`config.mk`:
```
export PLATFORM = sky130hd
export DESIGN_NAME = ysyx_22041211_wbu
export DESIGN_NICKNAME = d
export VERILOG_FILES = /design/src/rtl/ysyx_22041211_wbu.sv
export SDC_FILE = /design/constraint.sdc
export NUM_CORES = 1
export LEC_CHECK = 0
export ABC_AREA = 1
export BUFFER_PORTS_ARGS = -buffer_cell sky130_fd_sc_hd__buf_2
export CAP_MARGIN = 40
export CORE_UTILIZATION = 54
export CTS_CLUSTER_SIZE = 8
export DETAILED_ROUTE_END_ITERATION = 7
export PLACE_DENSITY_LB_ADDON = 0.15
export SLEW_MARGIN = 20
export SYNTH_ARGS = -nofsm -noshare
export SYNTH_HDL_FRONTEND = slang
export SYNTH_SLANG_ARGS = --single-unit
```
`constraint.sdc`:
```
create_clock -name clk -period 1.96 [get_ports clk]
set_input_delay 0.588 -clock clk [delete_from_list [all_inputs] [get_ports clk]]
set_output_delay 0.588 -clock clk [all_outputs]
set_load 0.05 [all_outputs]
```
`src/rtl/ysyx_22041211_wbu.sv`:
```
// ---------------------------------------------------------------------------
// ysyx_22041211_wbu -- writeback unit
//
// Collects results from the execute unit (EXU) and the load/store unit (LSU)
// over valid/ready. Each source owns a single-entry slot. Every cycle at most
// one full slot is drained into the registered register-file write port, so
// there is at most one register write and one retire pulse per cycle.
// Load data is shifted by the byte offset and sign/zero extended at drain
// time.
//
// Ports
//   clk                      clock, all state on posedge
//   rst                      asynchronous reset, active low (0 = reset)
//   exu_valid / exu_ready    EXU handshake
//   exu_wen, exu_rd          EXU write enable and destination register
//   exu_result, exu_pc       EXU result and instruction PC
//   lsu_valid / lsu_ready    LSU handshake
//   lsu_rd, lsu_rdata        load destination and raw memory word
//   lsu_addr_lo, lsu_funct3  byte offset and RV32 load type
//   lsu_pc                   load instruction PC
//   regWrite, rd, wdata      register-file write port (registered)
//   retire, retire_pc        one-cycle pulse and PC per retired instruction
//   load_err                 misaligned or illegal-funct3 load, with retire
// ---------------------------------------------------------------------------
module ysyx_22041211_wbu #(
  parameter int ADDR_WIDTH = 16,
  parameter int DATA_WIDTH = 32,
  localparam int RW = $clog2(ADDR_WIDTH)
) (
  input  logic                  clk,
  input  logic                  rst,
  // EXU source
  input  logic                  exu_valid,
  output logic                  exu_ready,
  input  logic                  exu_wen,
  input  logic [RW-1:0]         exu_rd,
  input  logic [DATA_WIDTH-1:0] exu_result,
  input  logic [31:0]           exu_pc,
  // LSU source
  input  logic                  lsu_valid,
  output logic                  lsu_ready,
  input  logic [RW-1:0]         lsu_rd,
  input  logic [DATA_WIDTH-1:0] lsu_rdata,
  input  logic [1:0]            lsu_addr_lo,
  input  logic [2:0]            lsu_funct3,
  input  logic [31:0]           lsu_pc,
  // register-file write port and commit tracking
  output logic                  regWrite,
  output logic [RW-1:0]         rd,
  output logic [DATA_WIDTH-1:0] wdata,
  output logic                  retire,
  output logic [31:0]           retire_pc,
  output logic                  load_err
);

  // RV32 load encodings
  localparam logic [2:0] F3_LB  = 3'b000;
  localparam logic [2:0] F3_LH  = 3'b001;
  localparam logic [2:0] F3_LW  = 3'b010;
  localparam logic [2:0] F3_LBU = 3'b100;
  localparam logic [2:0] F3_LHU = 3'b101;

  // ---------------------------------------------------------------------
  // Slot state and captured fields
  // ---------------------------------------------------------------------
  logic                  exu_full_reg, exu_full_next;
  logic                  exu_wen_reg;
  logic [RW-1:0]         exu_rd_reg;
  logic [DATA_WIDTH-1:0] exu_result_reg;
  logic [31:0]           exu_pc_reg;

  logic                  lsu_full_reg, lsu_full_next;
  logic [RW-1:0]         lsu_rd_reg;
  logic [DATA_WIDTH-1:0] lsu_rdata_reg;
  logic [1:0]            lsu_lo_reg;
  logic [2:0]            lsu_f3_reg;
  logic [31:0]           lsu_pc_reg;

  // 1 = the EXU entry is older than the LSU entry
  logic                  age_reg, age_next;

  logic                  sel_exu, sel_lsu;
  logic                  exu_fire, lsu_fire;
  logic                  exu_held, lsu_held;

  // next values of the registered outputs
  logic                  reg_write_next;
  logic [RW-1:0]         rd_next;
  logic [DATA_WIDTH-1:0] wdata_next;
  logic                  retire_next;
  logic [31:0]           retire_pc_next;
  logic                  load_err_next;

  // load formatting
  logic [DATA_WIDTH-1:0] load_shifted;
  logic [DATA_WIDTH-1:0] load_data;
  logic                  load_legal;
  logic                  load_misaligned;

  // ---------------------------------------------------------------------
  // State register
  // ---------------------------------------------------------------------
  always_ff @(posedge clk or negedge rst) begin
    if (!rst) begin
      exu_full_reg   <= 1'b0;
      exu_wen_reg    <= 1'b0;
      exu_rd_reg     <= '0;
      exu_result_reg <= '0;
      exu_pc_reg     <= '0;
      lsu_full_reg   <= 1'b0;
      lsu_rd_reg     <= '0;
      lsu_rdata_reg  <= '0;
      lsu_lo_reg     <= '0;
      lsu_f3_reg     <= '0;
      lsu_pc_reg     <= '0;
      age_reg        <= 1'b0;
      regWrite       <= 1'b0;
      rd             <= '0;
      wdata          <= '0;
      retire         <= 1'b0;
      retire_pc      <= '0;
      load_err       <= 1'b0;
    end else begin
      exu_full_reg <= exu_full_next;
      lsu_full_reg <= lsu_full_next;
      age_reg      <= age_next;
      if (exu_fire) begin
        exu_wen_reg    <= exu_wen;
        exu_rd_reg     <= exu_rd;
        exu_result_reg <= exu_result;
        exu_pc_reg     <= exu_pc;
      end
      if (lsu_fire) begin
        lsu_rd_reg    <= lsu_rd;
        lsu_rdata_reg <= lsu_rdata;
        lsu_lo_reg    <= lsu_addr_lo;
        lsu_f3_reg    <= lsu_funct3;
        lsu_pc_reg    <= lsu_pc;
      end
      regWrite  <= reg_write_next;
      rd        <= rd_next;
      wdata     <= wdata_next;
      retire    <= retire_next;
      retire_pc <= retire_pc_next;
      load_err  <= load_err_next;
    end
  end

  // ---------------------------------------------------------------------
  // Next-state: selection, ready, slot occupancy, age
  // ---------------------------------------------------------------------
  always_comb begin
    // With both slots full the older one wins; age_reg=0 also covers the
    // "captured on the same edge" case, which favours the LSU.
    sel_exu = exu_full_reg & (~lsu_full_reg | age_reg);
    sel_lsu = lsu_full_reg & (~exu_full_reg | ~age_reg);

    // A slot can take a new entry when empty or when it is draining now.
    // Ready is forced low while reset is held.
    exu_ready = rst & (~exu_full_reg | sel_exu);
    lsu_ready = rst & (~lsu_full_reg | sel_lsu);

    exu_fire = exu_valid & exu_ready;
    lsu_fire = lsu_valid & lsu_ready;

    exu_held = exu_full_reg & ~sel_exu;
    lsu_held = lsu_full_reg & ~sel_lsu;

    exu_full_next = exu_fire | exu_held;
    lsu_full_next = lsu_fire | lsu_held;

    // One slot always drains when both are full, so at most one slot can
    // carry an entry across the edge. The EXU entry is older after the edge
    // exactly when it is the one that stayed; any other combination either
    // leaves at most one slot occupied or is a same-edge capture pair.
    age_next = exu_held;
  end

  // ---------------------------------------------------------------------
  // Output formation
  // ---------------------------------------------------------------------
  always_comb begin
    load_shifted    = lsu_rdata_reg >> {lsu_lo_reg, 3'b000};
    load_data       = '0;
    load_legal      = 1'b1;
    load_misaligned = 1'b0;
    case (lsu_f3_reg)
      F3_LB:  load_data = {{(DATA_WIDTH-8){load_shifted[7]}}, load_shifted[7:0]};
      F3_LH: begin
        load_data       = {{(DATA_WIDTH-16){load_shifted[15]}}, load_shifted[15:0]};
        load_misaligned = (lsu_lo_reg == 2'd3);
      end
      F3_LW: begin
        // aligned case reduces to the raw word since the shift is zero
        load_data       = load_shifted;
        load_misaligned = (lsu_lo_reg != 2'd0);
      end
      F3_LBU: load_data = {{(DATA_WIDTH-8){1'b0}}, load_shifted[7:0]};
      F3_LHU: begin
        load_data       = {{(DATA_WIDTH-16){1'b0}}, load_shifted[15:0]};
        load_misaligned = (lsu_lo_reg == 2'd3);
      end
      default: load_legal = 1'b0;
    endcase

    // idle cycle: no write, no retire; address/data/pc keep their values
    reg_write_next = 1'b0;
    rd_next        = rd;
    wdata_next     = wdata;
    retire_next    = 1'b0;
    retire_pc_next = retire_pc;
    load_err_next  = 1'b0;

    if (sel_lsu) begin
      reg_write_next = load_legal & (lsu_rd_reg != '0);
      rd_next        = lsu_rd_reg;
      wdata_next     = load_data;
      retire_next    = 1'b1;
      retire_pc_next = lsu_pc_reg;
      load_err_next  = ~load_legal | load_misaligned;
    end else if (sel_exu) begin
      reg_write_next = exu_wen_reg & (exu_rd_reg != '0);
      rd_next        = exu_rd_reg;
      wdata_next     = exu_result_reg;
      retire_next    = 1'b1;
      retire_pc_next = exu_pc_reg;
    end
  end

endmodule

```
==> out/metrics.yaml, run 1 <==
start_kind: "flip-flop"
vdd_drop_max_v: 0.000758
cp.arrival_ns: 1.49
route.met3.wl_um: 1830
drt_iter0_markers: 550
portBuffers: 218
tightest_slew_ns: 0.717
dieArea_um2: 18000
p_leak_uw: 0.00593
synth.area.top_cells: "dfrtp_1 57%, nand2_1 11%, nand3_1 7.5%"
relSlewSlack_pct: 52.2
clockBufferDepth: 3
synthArstFlopShare_pct: 100
syn_to_final_growth_pct: 22.2
syn-num-nets: 1173
grt_antenna_before_repair: 3
synth_seq_cells: 216
grt_usage_pct: 28.6
hpwl_um: 16500
synth_cell_types: 26
hold_viol_final: 0
clock_sinks: 216
p_per_area_nw_per_um2: 1140
antenna_left: 0
first_pass_iters: 5
initial_core_util_pct: 55.1
fill_cells: 1524
fin_nets: 1383
cts_root_buffer: "clkbuf_16"
setup_slack_ns: -0.115
drv_slew: 0
routed_via_density: 5.47
grt_max_degree: 132
hold_class: "primary input to async pin"
yosys.area.top_type_share_pct: 57.2
synth_cells: 1027
fin_crit_ns: 2.08
ys.flop_type: "dfrtp_1"
fp.dieH_um: 134
drive_gt1_share_pct: 27.8
synth_edf_count: 0
max_freq_mhz: 482
crit_top_cell: "nand2_2"
grt-ovfl-total: 0
synth_top_area_cell: "dfrtp_1"
post-route-drc-count: 0
io_pins: 219
wl_um: 25100
core_area_um2: 17200
clock_skew_ns: 0.0108
synth.most_common_cell: "nand2_1"
drt-met1-wl_um: 10400
rsz0062_at_grt: "yes"
place_ws_ns: 0.176
yosysWarnings: 0
top_layer_used: "met5"
cts-htree-levels: 1
cts.clk_slew.worst_paths_ns: 0.05
timing.final.crit_share_pct: 106
avgRoutedWirePerCell_um: 17.1
place.gp.congestion: 0.882
finalSetupViolCount: 2
rows: 48
cts_hold_buf: 0
clock_latency_ns: 0.54
rr_worst_depth: 12
dr_total_vias: 8011
path_max_fanout: 3
crit_slowest_cell: "dfrtp_1"
cts_buffers: 30
finalPower_uw: 13200
crit_path_cell_trace: "inv_1, nand2_2, nor2_4, inv_2, nand2_2, inv_4, buf_8"
crit_path_end_kind: "output pin"
grt_first_pass_wirelength_um: 40500
violations: "setup timing"
critPathKind: "flip-flop to output pin"
synth_common_cells: "267 x nand2_1, 216 x dfrtp_1, 141 x nand3_1, 83 x nor2_1, 73 x a21oi_1"
critPathMaxStageDelay_ns: 0.40
syn_area_um2: 9460
ys_seq_area_share_pct: 57.2
wl_met2_um: 12200
avgSynthCellArea_um2: 9.21
grt_pass1_vias: 7871
outcome: "finished with violations"
crit_required_ns: 1.37
cts_tree: "done"
die_width_um: 134
maxCapViolCount: 0
[repair_timing]
item,in CTS,in global routing
pin swaps,2,2
cloned,0,0
setup buffers,3,1
endpoints found under the setup margin,2,25
resized for setup,10,1
hold endpoints to repair,0,0
[power breakdown]
| part | total (uW) | leakage, uW | internal (uW) | switching [uW] |
|---|---|---|---|---|
| Sequential | 5600 | 0.00257 | 5180 | 420 |
| Clock | 4410 | 0.000377 | 2660 | 1750 |
| Combinational | 3150 | 0.00298 | 927 | 2220 |
[placed cells by master, fill, tap and decap left out, types with 5 or more instances in the layout]
| cell type | n |
|---|---|
| nand3_1 | 141 |
| clkbuf_16 | 30 |
| o211ai_1 | 7 |
| buf_2 | 215 |
| mux2_4 | 6 |
| o221ai_1 | 15 |
| dfrtp_1 | 215 |
| mux2_2 | 41 |
| buf_4 | 21 |
| a21oi_1 | 73 |
| nor2_1 | 83 |
| nand2_1 | 266 |
| o21ai_0 | 43 |
| inv_1 | 39 |
| buf_12 | 7 |
| o21ai_1 | 5 |
| inv_2 | 7 |
[layer usage]
layer  track usage (%)  up-vias
met3              6.01       51
met5                 0        -
met1              38.1     3857
met4              8.86        2
li1                  -     3802
met2              47.3      299
[worst paths after layout]
check / start / endpoint / slack [ns]
worst max-delay path: age_reg / exu_ready / -0.12
worst min-delay path: rst / exu_result_reg[7] / 0.14
worst max register to register: age_reg / exu_rd_reg[1] / 0.16
worst min register to register: exu_result_reg[8] / exu_result_reg[8] / 0.46
max in group asynchronous: rst / exu_rd_reg[3] / 1.24
min in group clk: lsu_rdata[23] / lsu_rdata_reg[23] / 0.27
[per-stage QoR]
step	instance area, um^2	hold WS [ns]	cells	util (%)	TNS (ns)
floorplan	9460	0.292	1027	-	0
global placement	10700	0.450	1426	62.4	0
detailed placement	10700	0.453	1426	62.4	0
CTS	11500	0.155	1460	67.2	-0.226
global route	11600	0.179	1462	67.3	-0.311
finish	11600	0.145	1464	67.3	-0.119
[worst max-delay path: cells and delay by family (launching register included)]
family / cells / cell delay (ns)
and+or+nand+nor: 3 / 0.25
DFF: 1 / 0.40
buffers and inverters: 4 / 0.31
[logic make-up after synthesis]
family                 synth area share, %
flip-flops                            57.2
AND/OR/NAND/NOR                       22.4
AO/OA/AOI/OAI                         8.35
multiplexers                          5.95
buffers and inverters                 6.13
[final cells by class]
| class | instances | area, um^2 | area share (%) |
|---|---|---|---|
| antenna | 3 | 7.51 | 0.0649 |
| clock buffer | 30 | 751 | 6.49 |
| clock inverter | 1 | 16.3 | 0.141 |
| inverter | 47 | 179 | 1.55 |
| multi-input combinational | 696 | 3500 | 30.3 |
| sequential | 216 | 5410 | 46.8 |
| tap | 225 | 282 | 2.44 |
| timing repair buffer | 246 | 1420 | 12.3 |
Note: power is estimated with default switching activity, not from simulation.
==> run 2, diff against run 1 <==
--- a/config.mk
+++ b/config.mk
@@ -6,12 +6,13 @@
 export NUM_CORES = 1
 export LEC_CHECK = 0
 export ABC_AREA = 1
-export BUFFER_PORTS_ARGS = -buffer_cell sky130_fd_sc_hd__buf_2
+export BUFFER_PORTS_ARGS = -buffer_cell sky130_fd_sc_hd__buf_4
 export CAP_MARGIN = 40
 export CORE_UTILIZATION = 54
 export CTS_CLUSTER_SIZE = 8
 export DETAILED_ROUTE_END_ITERATION = 7
 export PLACE_DENSITY_LB_ADDON = 0.15
+export SKIP_LAST_GASP = 1
 export SLEW_MARGIN = 20
 export SYNTH_ARGS = -nofsm -noshare
 export SYNTH_HDL_FRONTEND = slang
==> run 2 against run 1 <==
  * The flow still finishes with violations (setup timing)
  * Core utilization increased by 3.1 points
  * Fmax rose by 1.5%
  * Flip-flop and latch count unchanged
  * Register-to-register slack hardly changed
  * Count of clock-buffer cells in the layout rose by 1
  * Global-route usage grew 0.30 points
  * Sequential power is 0.7% higher
  * Non-clock buffer count is 1 lower
  * Critical path depth unchanged
  * Sequential share of layout area fell by 2.0 points
  * Largest cell class unchanged
  * Largest power group unchanged
==> out/metrics.yaml, run 2 (synthesis gave the netlist of run 1 again) <==
outcome: "finished with violations"
violations: "setup timing"
avgRoutedWirePerCell_um: 17.5  # +2.1%
max_freq_mhz: 489  # +1.5%
vdd_drop_max_v: 0.000813  # +7.3%
drv_slew: 0  # unchanged
path_max_fanout: 3  # unchanged
dr_total_vias: 8037  # +0.32%
clockBufferDepth: 3  # unchanged
grt_pass1_vias: 8021  # +1.9%
clock_sinks: 216  # unchanged
switching_share_pct: 32.6  # -0.74 points
place.gp.congestion: 0.887  # +0.46%
clock_skew_ns: 0.0214  # +0.0105 ns
hold_class: "primary input to async pin"
first_pass_iters: 5  # unchanged
hpwl_um: 16900  # +2.7%
crit_end: "exu_ready"
cts-htree-levels: 1  # unchanged
tns_ns: -0.132  # -0.0130 ns
p_switching_uw: 4400  # +0.17%
grt-ovfl-total: 0  # unchanged
cp.arrival_ns: 1.46  # -0.03 ns
final_cell_mix: "265 x nand2_1, 235 x buf_4, 214 x dfrtp_1"
initial_core_util_pct: 55.1  # unchanged
maxCapViolCount: 0  # unchanged
fin_nets: 1382  # -0.072%
rows: 48  # unchanged
drive_gt1_share_pct: 27.9  # +0.10 points
seqPwrFrac_pct: 41.8  # -0.8 points
core_area_um2: 17200  # unchanged
finalPower_uw: 13500  # +2.4%
crit_path_end_kind: "output pin"
tightest_slew_ns: 0.919  # +0.202 ns
antenna_left: 0  # unchanged
r2r_start: "lsu_full_reg"
drt_iter0_markers: 558  # +1.5%
p_int_uw: 9080  # +3.6%
fill_cells: 1381  # -9.4%
grt_max_degree: 177  # +34%
fin_crit_ns: 2.05  # -0.0300 ns
hold_viol_final: 0  # unchanged
finalSetupViolCount: 2  # unchanged
final_common_cell: "nand2_1"
relSlewSlack_pct: 38.7  # -13 points
clock_latency_ns: 0.54  # about the same
cts_tree: "done"
post-route-drc-count: 0  # unchanged
crit_path_start: "age_reg"
final_cells: 1460  # -0.27%
critPathKind: "flip-flop to output pin"
cts_buffers: 30  # unchanged
routed_via_density: 5.50  # +0.60%
io_pins: 219  # unchanged
clkPwrFrac_pct: 33.1  # -0.4 points
syn_to_final_growth_pct: 27.8
wl_um: 25500  # +1.8%
antenna_cells: 0  # -3
crit_required_ns: 1.37  # about the same
p_per_area_nw_per_um2: 1120  # -2.0%
reg2reg_slack_ns: 0.15  # about the same
cts.clk_slew.worst_paths_ns: 0.05  # about the same
dieArea_um2: 18000  # unchanged
setup_slack_ns: -0.0850  # +0.0300 ns
comb_power_share_pct: 25.1  # +1.2 points
rsz0062_at_grt: "yes"
cts_root_buffer: "clkbuf_16"
grt_antenna_before_repair: 0  # -3
critPathMaxStageDelay_ns: 0.39  # about the same
rr_worst_depth: 5  # -7
timing.final.crit_share_pct: 104  # -1.5 points
p_leak_uw: 0.00609  # +2.8%
crit_slowest_cell: "dfrtp_1"
portBuffers: 218  # unchanged
grt_first_pass_wirelength_um: 40900  # +0.99%
grt_usage_pct: 28.9  # +0.30 points
r2r-end: "rd[3]"
placed_cells_incl_taps: 1424  # -0.14%
die_width_um: 134  # unchanged
crit_path_cell_trace: "inv_1, nand2_2, nor2_4, inv_2, nand2_2, inv_2, buf_8"
fp.dieH_um: 134  # unchanged
start_kind: "flip-flop"
finish.utilization_pct: 70.4  # +3.1 points
## run 2: final cells by class
class                      instances  area (um^2)  area share, %
multi-input combinational        696         3490           28.9
inverter                          47          176           1.46
clock buffer                      31          776           6.42
tap                              225          282           2.33
timing repair buffer             245         1950           16.2
sequential                       216         5410           44.8
## run 2: repair_timing
action / CTS / global route
pin swaps: 1 / 1
resized for setup: 7 / 2
setup endpoints to repair: 2 / 2
hold buffers: 0 / 0
setup buffers: 3 / 1
## run 2: critical path: cells and delay by family (launching register included)
| family | cells | cell delay [ns] |
|---|---|---|
| simple gates | 3 | 0.21 |
| flops | 1 | 0.39 |
| buf+inv | 4 | 0.32 |
## run 2: power by group through the flow
stage,Sequential (uW),Clock (uW),Combinational [uW]
2_1_floorplan,6560,0,1250
3_3_place_gp,5680,0,3310
3_5_place_dp,5680,0,3370
4_1_cts,5630,4530,3390
5_1_grt,5710,4700,3660
6_report,5640,4460,3380
## run 2: how the worst min path moves through the flow
stage / start / to / slack [ns] / cells after the start
finish: rst / age_reg / 0.14 / 2
global route: rst / age_reg / 0.19 / 2
CTS: rst / age_reg / 0.15 / 2
detailed placement: exu_result_reg[5] / exu_result_reg[5] / 0.45 / 2
global placement: exu_result_reg[30] / exu_result_reg[30] / 0.45 / 2
floorplan: rst / age_reg / 0.29 / 0
## run 2: per-layer routing
metal / share of wire (%) / global-route usage, %
met2: 49 / 48.3
met5: 0 / 0
met3: 7.6 / 6.05
met4: 3.0 / 10.2
met1: 41 / 37.5
## run 2: stage by stage
stage | hold slack [ns] | area (um^2) | setup WS (ns)
floorplan | 0.292 | 9460 | 0.162
CTS | 0.149 | 12000 | -0.145
global route | 0.192 | 12100 | -0.159
finish | 0.144 | 12100 | -0.0850
detailed placement | 0.454 | 11200 | 0.200
global placement | 0.450 | 11200 | 0.254
